$ cat config.mk
export PLATFORM = sky130hd
export DESIGN_NAME = alu_sequencer
export DESIGN_NICKNAME = d
export VERILOG_FILES = /design/src/rtl/alu_sequencer.sv
export SDC_FILE = /design/constraint.sdc
export NUM_CORES = 1
export LEC_CHECK = 0
export BUFFER_PORTS_ARGS = -buffer_cell sky130_fd_sc_hd__clkbuf_2
export CAP_MARGIN = 25
export CORE_AREA = 3 3 163 165
export CTS_BUF_LIST = sky130_fd_sc_hd__clkbuf_4 sky130_fd_sc_hd__clkbuf_8 sky130_fd_sc_hd__clkbuf_16
export DETAILED_ROUTE_END_ITERATION = 10
export DIE_AREA = 0 0 166 168
export MAX_ROUTING_LAYER = met4
export SYNTH_ARGS = -nofsm -noshare
export SYNTH_HDL_FRONTEND = slang
export SYNTH_SLANG_ARGS = --single-unit
$ cat constraint.sdc
create_clock -name CLK -period 1.6 [get_ports CLK]
set_input_delay 0.32 -clock CLK [delete_from_list [all_inputs] [get_ports CLK]]
set_output_delay 0.32 -clock CLK [all_outputs]
set_load 0.005 [all_outputs]
$ cat src/rtl/alu_sequencer.sv
// Request/response sequencer for an external LEGv8-style ALU: decodes the opcode,
// drives registered operands, captures the ALU result and counts completions.
module alu_sequencer #(
  parameter int n          = 64,
  parameter int countWidth = 16
) (
  input  logic                  CLK,
  input  logic                  Reset,
  input  logic                  ReqValid,
  output logic                  ReqReady,
  input  logic [10:0]           Opcode,
  input  logic [n-1:0]          OpA,
  input  logic [n-1:0]          OpB,
  output logic [n-1:0]          BusA,
  output logic [n-1:0]          BusB,
  output logic [3:0]            ALUCtrl,
  input  logic [n-1:0]          BusW,
  input  logic                  Zero,
  output logic                  RspValid,
  input  logic                  RspReady,
  output logic [n-1:0]          Result,
  output logic                  ZeroOut,
  output logic                  BranchTaken,
  output logic                  IllegalOp,
  output logic [countWidth-1:0] OpCount
);

  typedef enum logic [1:0] {IDLE, EXEC, RESP} stateT;

  localparam logic [3:0] ctrlAnd   = 4'b0000;
  localparam logic [3:0] ctrlOr    = 4'b0001;
  localparam logic [3:0] ctrlAdd   = 4'b0010;
  localparam logic [3:0] ctrlSub   = 4'b0110;
  localparam logic [3:0] ctrlPassB = 4'b0111;

  stateT state, nextState;

  logic [3:0] decodedCtrl;
  logic       decodedIllegal;
  logic       decodedCbz;
  logic       decodedCbnz;

  logic illegalReg;
  logic isCbz;
  logic isCbnz;

  logic accept;
  logic capture;
  logic retire;

  assign accept  = (state == IDLE) && ReqValid;
  assign capture = (state == EXEC);
  assign retire  = (state == RESP) && RspReady;

  assign ReqReady = (state == IDLE);
  assign RspValid = (state == RESP);

  // NOTE: every signal written here gets a default first, so no path leaves it unassigned and no latch is inferred.
  always_comb begin
    decodedCtrl    = ctrlPassB;
    decodedIllegal = 1'b0;
    decodedCbz     = 1'b0;
    decodedCbnz    = 1'b0;
    casez (Opcode)
      11'b10001011000: decodedCtrl = ctrlAdd;   // ADD
      11'b11001011000: decodedCtrl = ctrlSub;   // SUB
      11'b10001010000: decodedCtrl = ctrlAnd;   // AND
      11'b10101010000: decodedCtrl = ctrlOr;    // ORR
      11'b11111000010: decodedCtrl = ctrlAdd;   // LDUR
      11'b11111000000: decodedCtrl = ctrlAdd;   // STUR
      11'b10110100???: decodedCbz  = 1'b1;
      11'b10110101???: decodedCbnz = 1'b1;
      default:         decodedIllegal = 1'b1;
    endcase
  end

  always_comb begin
    nextState = state;
    unique case (state)
      IDLE:    if (ReqValid) nextState = EXEC;
      EXEC:    nextState = RESP;
      RESP:    if (RspReady) nextState = IDLE;
      default: nextState = IDLE;
    endcase
  end

  // NOTE: sequential state uses non-blocking assignments so every register samples pre-edge values.
  always_ff @(posedge CLK) begin
    if (Reset) state <= IDLE;
    else       state <= nextState;
  end

  // Operand bus and decoded control only move on the accept edge.
  always_ff @(posedge CLK) begin
    if (Reset) begin
      BusA       <= '0;
      BusB       <= '0;
      ALUCtrl    <= ctrlAnd;
      illegalReg <= 1'b0;
      isCbz      <= 1'b0;
      isCbnz     <= 1'b0;
    end else if (accept) begin
      BusA       <= OpA;
      BusB       <= OpB;
      ALUCtrl    <= decodedCtrl;
      illegalReg <= decodedIllegal;
      isCbz      <= decodedCbz;
      isCbnz     <= decodedCbnz;
    end
  end

  // Response fields are captured once, on the EXEC->RESP edge, and held until the next capture.
  always_ff @(posedge CLK) begin
    if (Reset) begin
      Result      <= '0;
      ZeroOut     <= 1'b0;
      BranchTaken <= 1'b0;
      IllegalOp   <= 1'b0;
    end else if (capture) begin
      Result      <= illegalReg ? '0 : BusW;
      ZeroOut     <= illegalReg ? 1'b1 : Zero;
      BranchTaken <= (isCbz & Zero) | (isCbnz & ~Zero);
      IllegalOp   <= illegalReg;
    end
  end

  always_ff @(posedge CLK) begin
    if (Reset) begin
      OpCount <= '0;
    end else if (retire && (OpCount != {countWidth{1'b1}})) begin
      OpCount <= OpCount + countWidth'(1);
    end
  end

endmodule

## Word-level counts from Yosys, hierarchy flattened

Index checks and enable logic that the tools add are counted.

- Register bits: 220
- Bits of input ports: 208

- Bitwise logic cells: 4
- Reduce and logical (&&, ||, !) cells: 7
- Muxes and demuxes: 9
- Eq/ne operators: 13
- Add/subtract/negate cells: 1

Operators by type and width:

| cell | count |
|---|---|
| $eq A11 B11 Y1 const B | 6 |
| $mux W64 | 1 |
| $add A16 B1 Y16 const B | 1 |
| $eq A8 B8 Y1 const B | 2 |
| $ne A16 B16 Y1 const B | 1 |
| $pmux W3 S4 | 1 |
| $reduce_or A8 Y1 | 1 |
| $pmux W2 S3 | 1 |
| $mux W1 | 4 |
| $mux W2 | 2 |
| $logic_and A1 B1 Y1 | 3 |
| $reduce_or A3 Y1 | 1 |
| $and A1 B1 Y1 | 2 |
| $eq A2 B1 Y1 const B | 1 |
| $eq A2 B2 Y1 const B | 1 |
| $logic_not A2 Y1 | 1 |
| $ne A2 B1 Y1 const B | 1 |
| $ne A2 B2 Y1 const B | 1 |
| $reduce_and A2 Y1 | 1 |
| $not A1 Y1 | 1 |
| $or A1 B1 Y1 | 1 |

## Depth between registers and ports, before layout

Gate-level depths: netlist (run 1).

- Depth in word-level cells: 3
- Depth in mapped cells: 7
- Gate-level depth less buffers: 5

## Worst setup path before layout (run 1)

Ideal clock, no wire load.

- Path type: flip-flop to flip-flop
- From: register OpCount[0]
- To: register OpCount[13]
- Arrival time: 1.659 ns
- Stages on the path, launching flop included: 7
- Library setup time: 0.070 ns
- Path buffers: 1
- Setup slack: -0.129 ns
- Path through: dfxtp_1 > ha_1 > nand4_1 > o2111ai_1 > clkbuf_1 > or4_1 > a21oi_1

- Longest elaborated chain between the ends: 2
- Elaborated cells on any way between the ends: 3

RTL lines:

| element | line | text |
|---|---|---|
| start: declaration | 25 | `output logic [countWidth-1:0] OpCount` |
| start signal: assignment | 131 | `OpCount <= OpCount + countWidth'(1);` |
| branches (longest 2 deep; another with $add A16 B1 Y16) | -- |  |

Several ways; the timed one is not identified.
A chain may end at the register's enable or synchronous reset.

## Worst setup path after layout (run 1)

- From: register OpCount[1]
- To: register OpCount[13]

The elaborated chain is that of the path after synthesis.

==> run summary, run 1 <==
Crit share post-route: 101%
Drt total wl: 27.7 mm
Initial Util: 32.2%
Chip Width: 166 um
Crit path largest cell delay: 0.48 ns
DIE AREA: 0.0279 mm2
Worst hold margin: 0.0242 ns
Detail Placement HPWL: 20.3 mm
Commonest non-fill, non-tap cell in the layout: clkbuf_2
Final setup fails: 1
Final Wtd Congestion: 0.867
Port bufs: 423
Slew Viols, Final: 0
Util after Layout: 48.2%
Cell variety after synth: 43
First-pass GRT wire length: 43.3 mm
Area share of the largest cell type after synthesis: 54.0%
Clk sinks: 219
Status: complete, but fails checks
Place WS: -0.0783 ns
Cell area after synthesis: 0.00811 mm2
Endpoint class of the critical path: register
Initial drt markers: 499
WP data required: 2.03 ns
Max-Cap Viols: 0
Pin count of the biggest net entering global routing: 61
Die span in y: 168 um
Hold crit path type: in2reg
Critical path class: reg2reg
Crit-path max FO: 5
Clock transition at path regs: 0.06 ns
Root buffer cell: clkbuf_16
Final hold violations: 0
Bufs and invs on worst path: 1
Critical path's slowest cell: or4_1
1st-pass router iterations: 7
Post-synth EDFFs: 0
Most frequent cells in the layout: 420 x clkbuf_2, 331 x nand2_1, 213 x dfxtp_1
Total gr overflow: 0
Sequential fraction of the synthesis area: 54.0%
Share of cells above drive strength 1: 38.2%
Top Ports: 425
Pwr dens: 1100 mW/mm2
Yosys reg bits: 219
Placed cell area: 0.0110 mm2
Total design power: 13.3 mW
Final instance area: 0.0121 mm2
WP data arrival: 2.05 ns
Cell family with most CP delay: simple AND/OR/NAND/NOR gates
GRT Util Overall: 19.1%
Worst-path cell chain: ha_4 > nand4_1 > o2111ai_2 > buf_4 > or4_1 > a21oi_1
CTS Buffer Depth: 3
CTS tree: done
P&R area growth vs syn: 49.6%
Clock latency on the worst-skew pair: 0.51 ns
DR WL/cell: 15.3 um
Final min period: 1.62 ns
Via-per-instance ratio: 4.70
Syn_nets: 1209
DRC: 0
Pleak: 5.42 nW
Initial antenna violation count: 1
Synth Instances: 1000
Most used flip-flop cell after synthesis: dfxtp_1
Async set or reset register ratio after synthesis: 0%
RSZ-0062 raised after global routing: yes
FMAX: 0.618 GHz
Core Area: 0.0252 mm2
Violated checks: setup timing
Rows: 58
Setup WS post-layout: -0.0169 ns
Cts bufs inserted: 24
Yosys top cell by area: dfxtp_1
Via count: 8473
Clock Skews: 0.0185 ns
Peak VDD IR: 0.852 mV
Post-route ant nets: 0
Yosys warning total: 0
Area contributors post-synth: dfxtp_1 54%, nand2_1 15%, a21oi_1 13%, nand3b_1 6.0%, clkbuf_1 2.9%
Startpoint class of the critical path: register
Syn avg cell area: 8.11 um2
Post-layout nets: 1664
Vias in the first global route: 8157
Htree depth: 1
==> layout make-up <==
| type | instances | area (um2) |
|---|---|---|
| inverter | 3 | 11.3 |
| fill | 2484 | 13000 |
| antenna | 1 | 2.50 |
| multi-input combinational | 699 | 3510 |
| tap | 330 | 413 |
| timing repair buffer | 508 | 2970 |
| sequential | 219 | 4390 |
| clock buffer | 37 | 747 |
| clock inverter | 7 | 90.1 |
==> repair_timing <==
action	in CTS	in global routing
pin swaps	0	8
hold buffers	19	0
setup buffers	2	3
cloned	0	1
endpoints found under the hold margin	19	0
resized for setup	5	22
endpoints found under the setup margin	5	61
==> layer usage <==
layer | GRT usage [%] | up-vias | part of all wire [%]
li1 | - | 4262 | -
met1 | 22.2 | 3839 | 40
met2 | 32.4 | 314 | 49
met3 | 4.81 | 58 | 7.6
met4 | 6.37 | 0 | 3.4
met5 | - | - | 0
==> tightest hold or removal path: cells and delay by family <==
family	cells	cell delay, ns
AOI/OAI and AO/OA	1	0.05
buffers and inverters	1	0.08
and+or+nand+nor	1	0.05
==> worst paths after layout <==
path | start | endpoint | slack [ns] | depth (start not counted)
min reg2reg | Result[9]$_SDFFE_PP0N_ | Result[9]$_SDFFE_PP0N_ | 0.45 | 2
min | OpB[55] | BusB[55]$_SDFFE_PP0P_ | 0.02 | 3
max | OpCount[1]$_SDFFE_PP0P_ | OpCount[13]$_SDFFE_PP0P_ | -0.02 | 6
max reg2reg | OpCount[1]$_SDFFE_PP0P_ | OpCount[13]$_SDFFE_PP0P_ | -0.02 | 6
==> kinds of logic after synthesis <==
kind of cell	after synthesis	synth area share, %
AO/OA/AOI/OAI	234	15.1
buffers and inverters	82	3.98
AND/OR/NAND/NOR	461	26.4
adder cells (fa/ha/maj)	1	0.154
other	1	0.0462
flip-flops	219	54.0
multiplexers	2	0.247
==> flip-flops by register name (all words and copies together) (netlist names) <==
signal       cells
BusA            64
BusB            64
Result          64
OpCount         16
ALUCtrl          3
state            2
BranchTaken      1
IllegalOp        1
ZeroOut          1
illegalReg       1
isCbnz           1
isCbz            1
==> synthesized netlist by cell type (2+ instances only) <==
cell / count
nand2_1: 331
dfxtp_1: 219
a21oi_1: 208
nand3b_1: 65
clkbuf_1: 62
nor2_1: 12
buf_2: 9
o31ai_1: 8
buf_1: 7
o21ai_0: 7
or4_1: 7
nand3_1: 6
or3_1: 6
nand2b_1: 5
nand4_1: 5
nor3_1: 4
nor4_1: 4
and2_1: 3
inv_1: 3
a311oi_1: 2
mux2i_1: 2
nor2b_1: 2
o41ai_1: 2
or3b_2: 2
==> stage by stage <==
stage,TNS [ns],instances
floorplan,-0.228,1000
global placement,-0.0682,1735
detailed placement,-0.212,1735
CTS,0,1800
global route,-0.422,1804
finish,-0.0169,1804
==> power by group <==
group / internal [mW] / switching [mW]
logic: 0.799 / 0.885
registers: 5.75 / 0.153
clock network: 3.54 / 2.17
total: 10.1 / 3.21
(Power assumes the default switching activity.)
==> run 2, diff against run 1 <==
==> constraint.sdc (replaced) <==
create_clock -name CLK -period 1.6 [get_ports CLK]
set_input_delay 0.32 -clock CLK [delete_from_list [all_inputs] [get_ports CLK]]
set_output_delay 0.32 -clock CLK [all_outputs]
set_load 0.05 [all_outputs]
==> run summary, run 2 (same netlist as run 1, synthesis figures left out) <==
First-pass GRT wire length: 46.3 mm (+6.9%)
Die span in y: 168 um (unchanged)
Rows: 58 (unchanged)
DR WL/cell: 16.3 um (+6.2%)
Final hold violations: 0 (unchanged)
Clock latency on the worst-skew pair: 0.53 ns (+0.02 ns)
Crit share post-route: 106% (+4.5 points)
Total gr overflow: 0 (unchanged)
CTS Buffer Depth: 3 (unchanged)
Placed Cells: 1727 (-0.46%)
Clk sinks: 219 (unchanged)
GRT Util Overall: 20.4% (+1.3 points)
Crit-path max FO: 4 (-1)
DRC: 0 (unchanged)
Violated checks: setup timing
Crit path largest cell delay: 0.38 ns (-0.10 ns)
Root buffer cell: clkbuf_16
Worst-path cell chain: buf_6 > nor2b_4 > clkbuf_16
Placed cell area: 0.0110 mm2 (about the same)
Post-layout nets: 1761 (+5.8%)
Worst slew margin: 63.1%
Setup WS post-layout: -0.0895 ns (-0.0726 ns)
CTS tree: done
Final min period: 1.69 ns (+0.0726 ns)
Most frequent cells in the layout: 409 x clkbuf_2, 330 x nand2_1, 201 x dfxtp_1, 201 x a21oi_1, 109 x dlygate4sd3_1
Max-Cap Viols: 0 (unchanged)
RSZ-0062 raised after global routing: yes
Final setup fails: 6 (+5)
Final instance area: 0.0135 mm2 (+11%)
Endpoint class of the critical path: output port
WP data required: 1.28 ns (-0.75 ns)
DIE AREA: 0.0279 mm2 (unchanged)
Commonest non-fill, non-tap cell in the layout: clkbuf_2
Clock transition at path regs: 0.06 ns (about the same)
Chip Width: 166 um (unchanged)
Critical path class: reg2out
Top Ports: 425 (unchanged)
P&R area growth vs syn: 65.8%
Final Wtd Congestion: 0.850 (-1.9%)
WP data arrival: 1.37 ns (-0.68 ns)
FMAX: 0.592 GHz (-4.3%)
Drt total wl: 31.0 mm (+12%)
Slew Viols, Final: 0 (unchanged)
Initial drt markers: 453 (-9.2%)
Status: complete, but fails checks
Util after Layout: 53.4% (+5.2 points)
Peak VDD IR: 0.942 mV (+11%)
Top flop regs: BusA (64), BusB (64), Result (64)
Pwr dens: 1110 mW/mm2 (+1.2%)
Bufs and invs on worst path: 2 (+1)
Port bufs: 423 (unchanged)
Core Area: 0.0252 mm2 (unchanged)
Worst hold margin: 0.0161 ns (-0.00809 ns)
Fill cells: 2259 (-9.1%)
Critical path's slowest cell: dfxtp_4
Pin count of the biggest net entering global routing: 70 (+15%)
Via-per-instance ratio: 4.81 (+2.4%)
Initial Util: 32.2% (unchanged)
Clock Skews: 0.0206 ns (+0.00209 ns)
Post-route ant nets: 0 (unchanged)
Initial antenna violation count: 1 (unchanged)
Vias in the first global route: 8873 (+8.8%)
Worst slew pin tran: 0.553 ns
Hold crit path type: in2reg
Place WS: -0.129 ns (-0.0502 ns)
Pleak: 5.92 nW (+9.2%)
Htree depth: 1 (unchanged)
Cts bufs inserted: 26 (+8.3%)
Non-Filler Instances: 1901 (+5.4%)
1st-pass router iterations: 5 (-2)
Startpoint class of the critical path: register
Share of cells above drive strength 1: 37.7% (-0.51 points)
Via count: 9140 (+7.9%)
Cell family with most CP delay: flip-flops
Detail Placement HPWL: 20.0 mm (-1.3%)
==> run 2: changes by cell type in the layout (fill, tap and decap cells not counted), sizes merged, moves of 2 or more <==
| cell | before | now |
|---|---|---|
| dlygate4sd3 | 19 | 109 |
| buf | 69 | 66 |
| clkbuf | 457 | 464 |
| clkinv | 3 | 5 |
| inv | 3 | 5 |
==> run 2: report_power, final <==
group | internal (mW) | switching (mW) | total [mW]
clock network | 3.63 | 2.39 | 6.02
registers | 5.74 | 0.159 | 5.90
logic | 1.02 | 1.98 | 3.00
total | 10.4 | 4.53 | 14.9
==> run 2: final timing paths <==
kind                              end  slack [ns]  cells after the start               startpoint
min              BusB[5]$_SDFFE_PP0P_        0.02                      3                   OpB[5]
min reg2reg   Result[42]$_SDFFE_PP0N_        0.45                      2  Result[42]$_SDFFE_PP0N_
max reg2reg  OpCount[11]$_SDFFE_PP0P_       -0.06                      6  OpCount[1]$_SDFFE_PP0P_
max                          RspValid       -0.09                      3    state[1]$_SDFFE_PP0P_
==> run 2: through the flow <==
| step | total power, mW | TNS [ns] |
|---|---|---|
| finish | 14.9 | -0.238 |
| global route | 15.5 | -0.952 |
| CTS | 14.9 | -0.185 |
| detailed placement | 8.64 | -0.431 |
| global placement | 8.62 | -0.170 |
| floorplan | 7.75 | -0.249 |
==> run 2: cell type report <==
cell class / count / area (um2) / area share, %
antenna: 1 / 2.50 / 0.0186
sequential: 219 / 4420 / 32.9
inverter: 3 / 11.3 / 0.0837
multi-input combinational: 700 / 3600 / 26.8
timing repair buffer: 602 / 4110 / 30.6
clock inverter: 9 / 95.1 / 0.707
tap: 330 / 413 / 3.07
clock buffer: 37 / 795 / 5.90
==> run 2: what timing repair did <==
item,CTS,global route
hold buffers,109,0
buffers inserted,4,8
pin swaps,6,11
cloned,0,7
endpoints found under the hold margin,109,0
gates resized for setup,23,40
setup endpoints to repair,15,50
==> run 2: worst min-delay path: cells and delay by family <==
family / cells / cell delay, ns
AND/OR/NAND/NOR: 1 / 0.05
buffers and inverters: 1 / 0.08
AO/OA/AOI/OAI: 1 / 0.05
==> run 2: metal layers <==
layer | share of wire, % | wire (um) | vias to the layer above | track usage, %
met2 | 49 | 15300 | 382 | 34.9
met1 | 39 | 12000 | 4217 | 23.2
li1 | - | - | 4461 | -
met4 | 4.1 | 1270 | 0 | 7.56
met5 | 0 | 0 | - | -
met3 | 7.6 | 2340 | 80 | 5.12
==> run 3, diff against run 2 <==
- PLACE_DENSITY: unset -> 0.58
==> run summary, run 3 (same netlist as run 1, synthesis figures left out) <==
FMAX: 0.603 GHz (+1.8%)
Total gr overflow: 0 (unchanged)
Rows: 58 (unchanged)
Startpoint class of the critical path: register
Initial antenna violation count: 2 (+1)
Total design power: 15.0 mW (+0.33%)
Peak VDD IR: 0.869 mV (-7.7%)
Worst r2r dst: OpCount[15]$_SDFFE_PP0P_
Initial drt markers: 448 (-1.1%)
Max-Cap Viols: 0 (unchanged)
WP data required: 1.28 ns (about the same)
Slew Viols, Final: 0 (unchanged)
Port bufs: 423 (unchanged)
CTS Buffer Depth: 3 (unchanged)
CTS tree: done
Core Area: 0.0252 mm2 (unchanged)
Crit-path max FO: 4 (unchanged)
Vias in the first global route: 8329 (-6.1%)
Detail Placement HPWL: 20.2 mm (+0.95%)
Most frequent cells in the layout: 413 x clkbuf_2, 330 x nand2_1, 203 x a21oi_1
Top flop regs: BusA (64), BusB (64), Result (64)
Post-layout nets: 1676 (-4.8%)
Htree depth: 1 (unchanged)
Worst setup endpoint: RspValid
Violated checks: setup timing
First-pass GRT wire length: 44.0 mm (-4.8%)
Clk sinks: 219 (unchanged)
Crit path largest cell delay: 0.36 ns (-0.02 ns)
Drt total wl: 28.3 mm (-8.5%)
Critical Path Source: state[1]$_SDFFE_PP0P_
Setup WS post-layout: -0.0596 ns (+0.0299 ns)
Final setup fails: 4 (-2)
Clock latency on the worst-skew pair: 0.52 ns (about the same)
Via count: 8544 (-6.5%)
Worst reg2reg startpoint: state[1]$_SDFFE_PP0P_
Endpoint class of the critical path: output port
Critical path's slowest cell: dfxtp_4
Crit share post-route: 104% (-1.9 points)
Pin count of the biggest net entering global routing: 67 (-4.3%)
FF-to-FF setup slack: -0.03 ns (+0.03 ns)
Via-per-instance ratio: 4.70 (-2.2%)
Pwr dens: 1200 mW/mm2 (+8.1%)
Post-route ant nets: 0 (unchanged)
Clock transition at path regs: 0.06 ns (about the same)
Cts bufs inserted: 26 (unchanged)
P&R area growth vs syn: 53.9%
GRT Util Overall: 19.4% (-0.97 points)
Status: complete, but fails checks
Final Wtd Congestion: 0.862 (+1.4%)
1st-pass router iterations: 7 (+2)
DR WL/cell: 15.6 um (-4.3%)
Pleak: 5.53 nW (-6.6%)
Commonest non-fill, non-tap cell in the layout: clkbuf_2
Chip Width: 166 um (unchanged)
Top Ports: 425 (unchanged)
DIE AREA: 0.0279 mm2 (unchanged)
Worst-path cell chain: buf_6 > nor2b_4 > clkbuf_16
Initial Util: 32.2% (unchanged)
Worst hold margin: 0.0213 ns (+0.00521 ns)
Reg2Reg Depth: 5 (-1)
Final min period: 1.66 ns (-0.0299 ns)
Hold crit path type: in2reg
Die span in y: 168 um (unchanged)
Clock Skews: 0.0162 ns (-0.00435 ns)
DRC: 0 (unchanged)
Critical path class: reg2out
RSZ-0062 raised after global routing: yes
WP data arrival: 1.34 ns (-0.03 ns)
Final hold violations: 0 (unchanged)
Root buffer cell: clkbuf_16
Share of cells above drive strength 1: 38.4% (+0.68 points)
-- run 3: layout make-up --
class | instances | area, um2
antenna | 2 | 5.00
clock buffer | 40 | 841
clock inverter | 6 | 105
fill | 2471 | 12700
inverter | 3 | 11.3
multi-input combinational | 699 | 3540
sequential | 219 | 4420
tap | 330 | 413
timing repair buffer | 518 | 3150
-- run 3: stage by stage --
| step | std cells | setup slack, ns | cell area [um2] | util, % | TNS [ns] |
|---|---|---|---|---|---|
| 6_report | 1817 | -0.0596 | 12500 | 49.6 | -0.0958 |
| 5_1_grt | 1817 | -0.114 | 12500 | 49.6 | -0.572 |
| 4_1_cts | 1813 | -0.0892 | 12400 | 49.2 | -0.135 |
| 3_5_place_dp | 1727 | -0.0949 | 10900 | 43.4 | -0.307 |
| 3_3_place_gp | 1727 | -0.0682 | 10900 | 43.4 | -0.178 |
| 2_1_floorplan | 1000 | -0.0856 | 8210 | - | -0.249 |
-- run 3: where the power goes --
part / internal [mW] / switching, mW / leakage (nW)
combinational: 0.835 / 1.90 / 3.25
sequential: 5.74 / 0.155 / 1.80
clock: 4.07 / 2.26 / 0.475
total: 10.7 / 4.32 / 5.53
-- run 3: worst min-delay path by stage --
stage                         endpoint  cells past startpoint  slack [ns]                    start
2_1_floorplan      isCbnz$_SDFFE_PP0P_                      2        0.43      isCbnz$_SDFFE_PP0P_
3_3_place_gp   Result[49]$_SDFFE_PP0N_                      2        0.44  Result[49]$_SDFFE_PP0N_
3_5_place_dp   Result[41]$_SDFFE_PP0N_                      2        0.44  Result[41]$_SDFFE_PP0N_
4_1_cts          BusA[31]$_SDFFE_PP0P_                      3      0.0003                  OpA[31]
5_1_grt          BusA[23]$_SDFFE_PP0P_                      3       0.004                  OpA[23]
6_report         BusA[45]$_SDFFE_PP0P_                      3        0.02                  OpA[45]
-- run 3: repair_timing --
item	in CTS	in global routing
gates resized for setup	20	21
endpoints found under the hold margin	40	0
pin swaps	5	6
buffers inserted	1	2
endpoints found under the setup margin	13	45
hold buffers	40	0
-- run 3: routing by layer --
layer / share of wire, % / track usage [%]
met5: 0 / -
met1: 41 / 22.6
met2: 49 / 33.2
met4: 2.7 / 5.82
met3: 7.6 / 4.98
-- run 3: critical path: cells and delay by family, from the launching register on --
family / cells / cell delay [ns]
flip-flops: 1 / 0.36
buffers and inverters: 2 / 0.29
AND/OR/NAND/NOR: 1 / 0.17
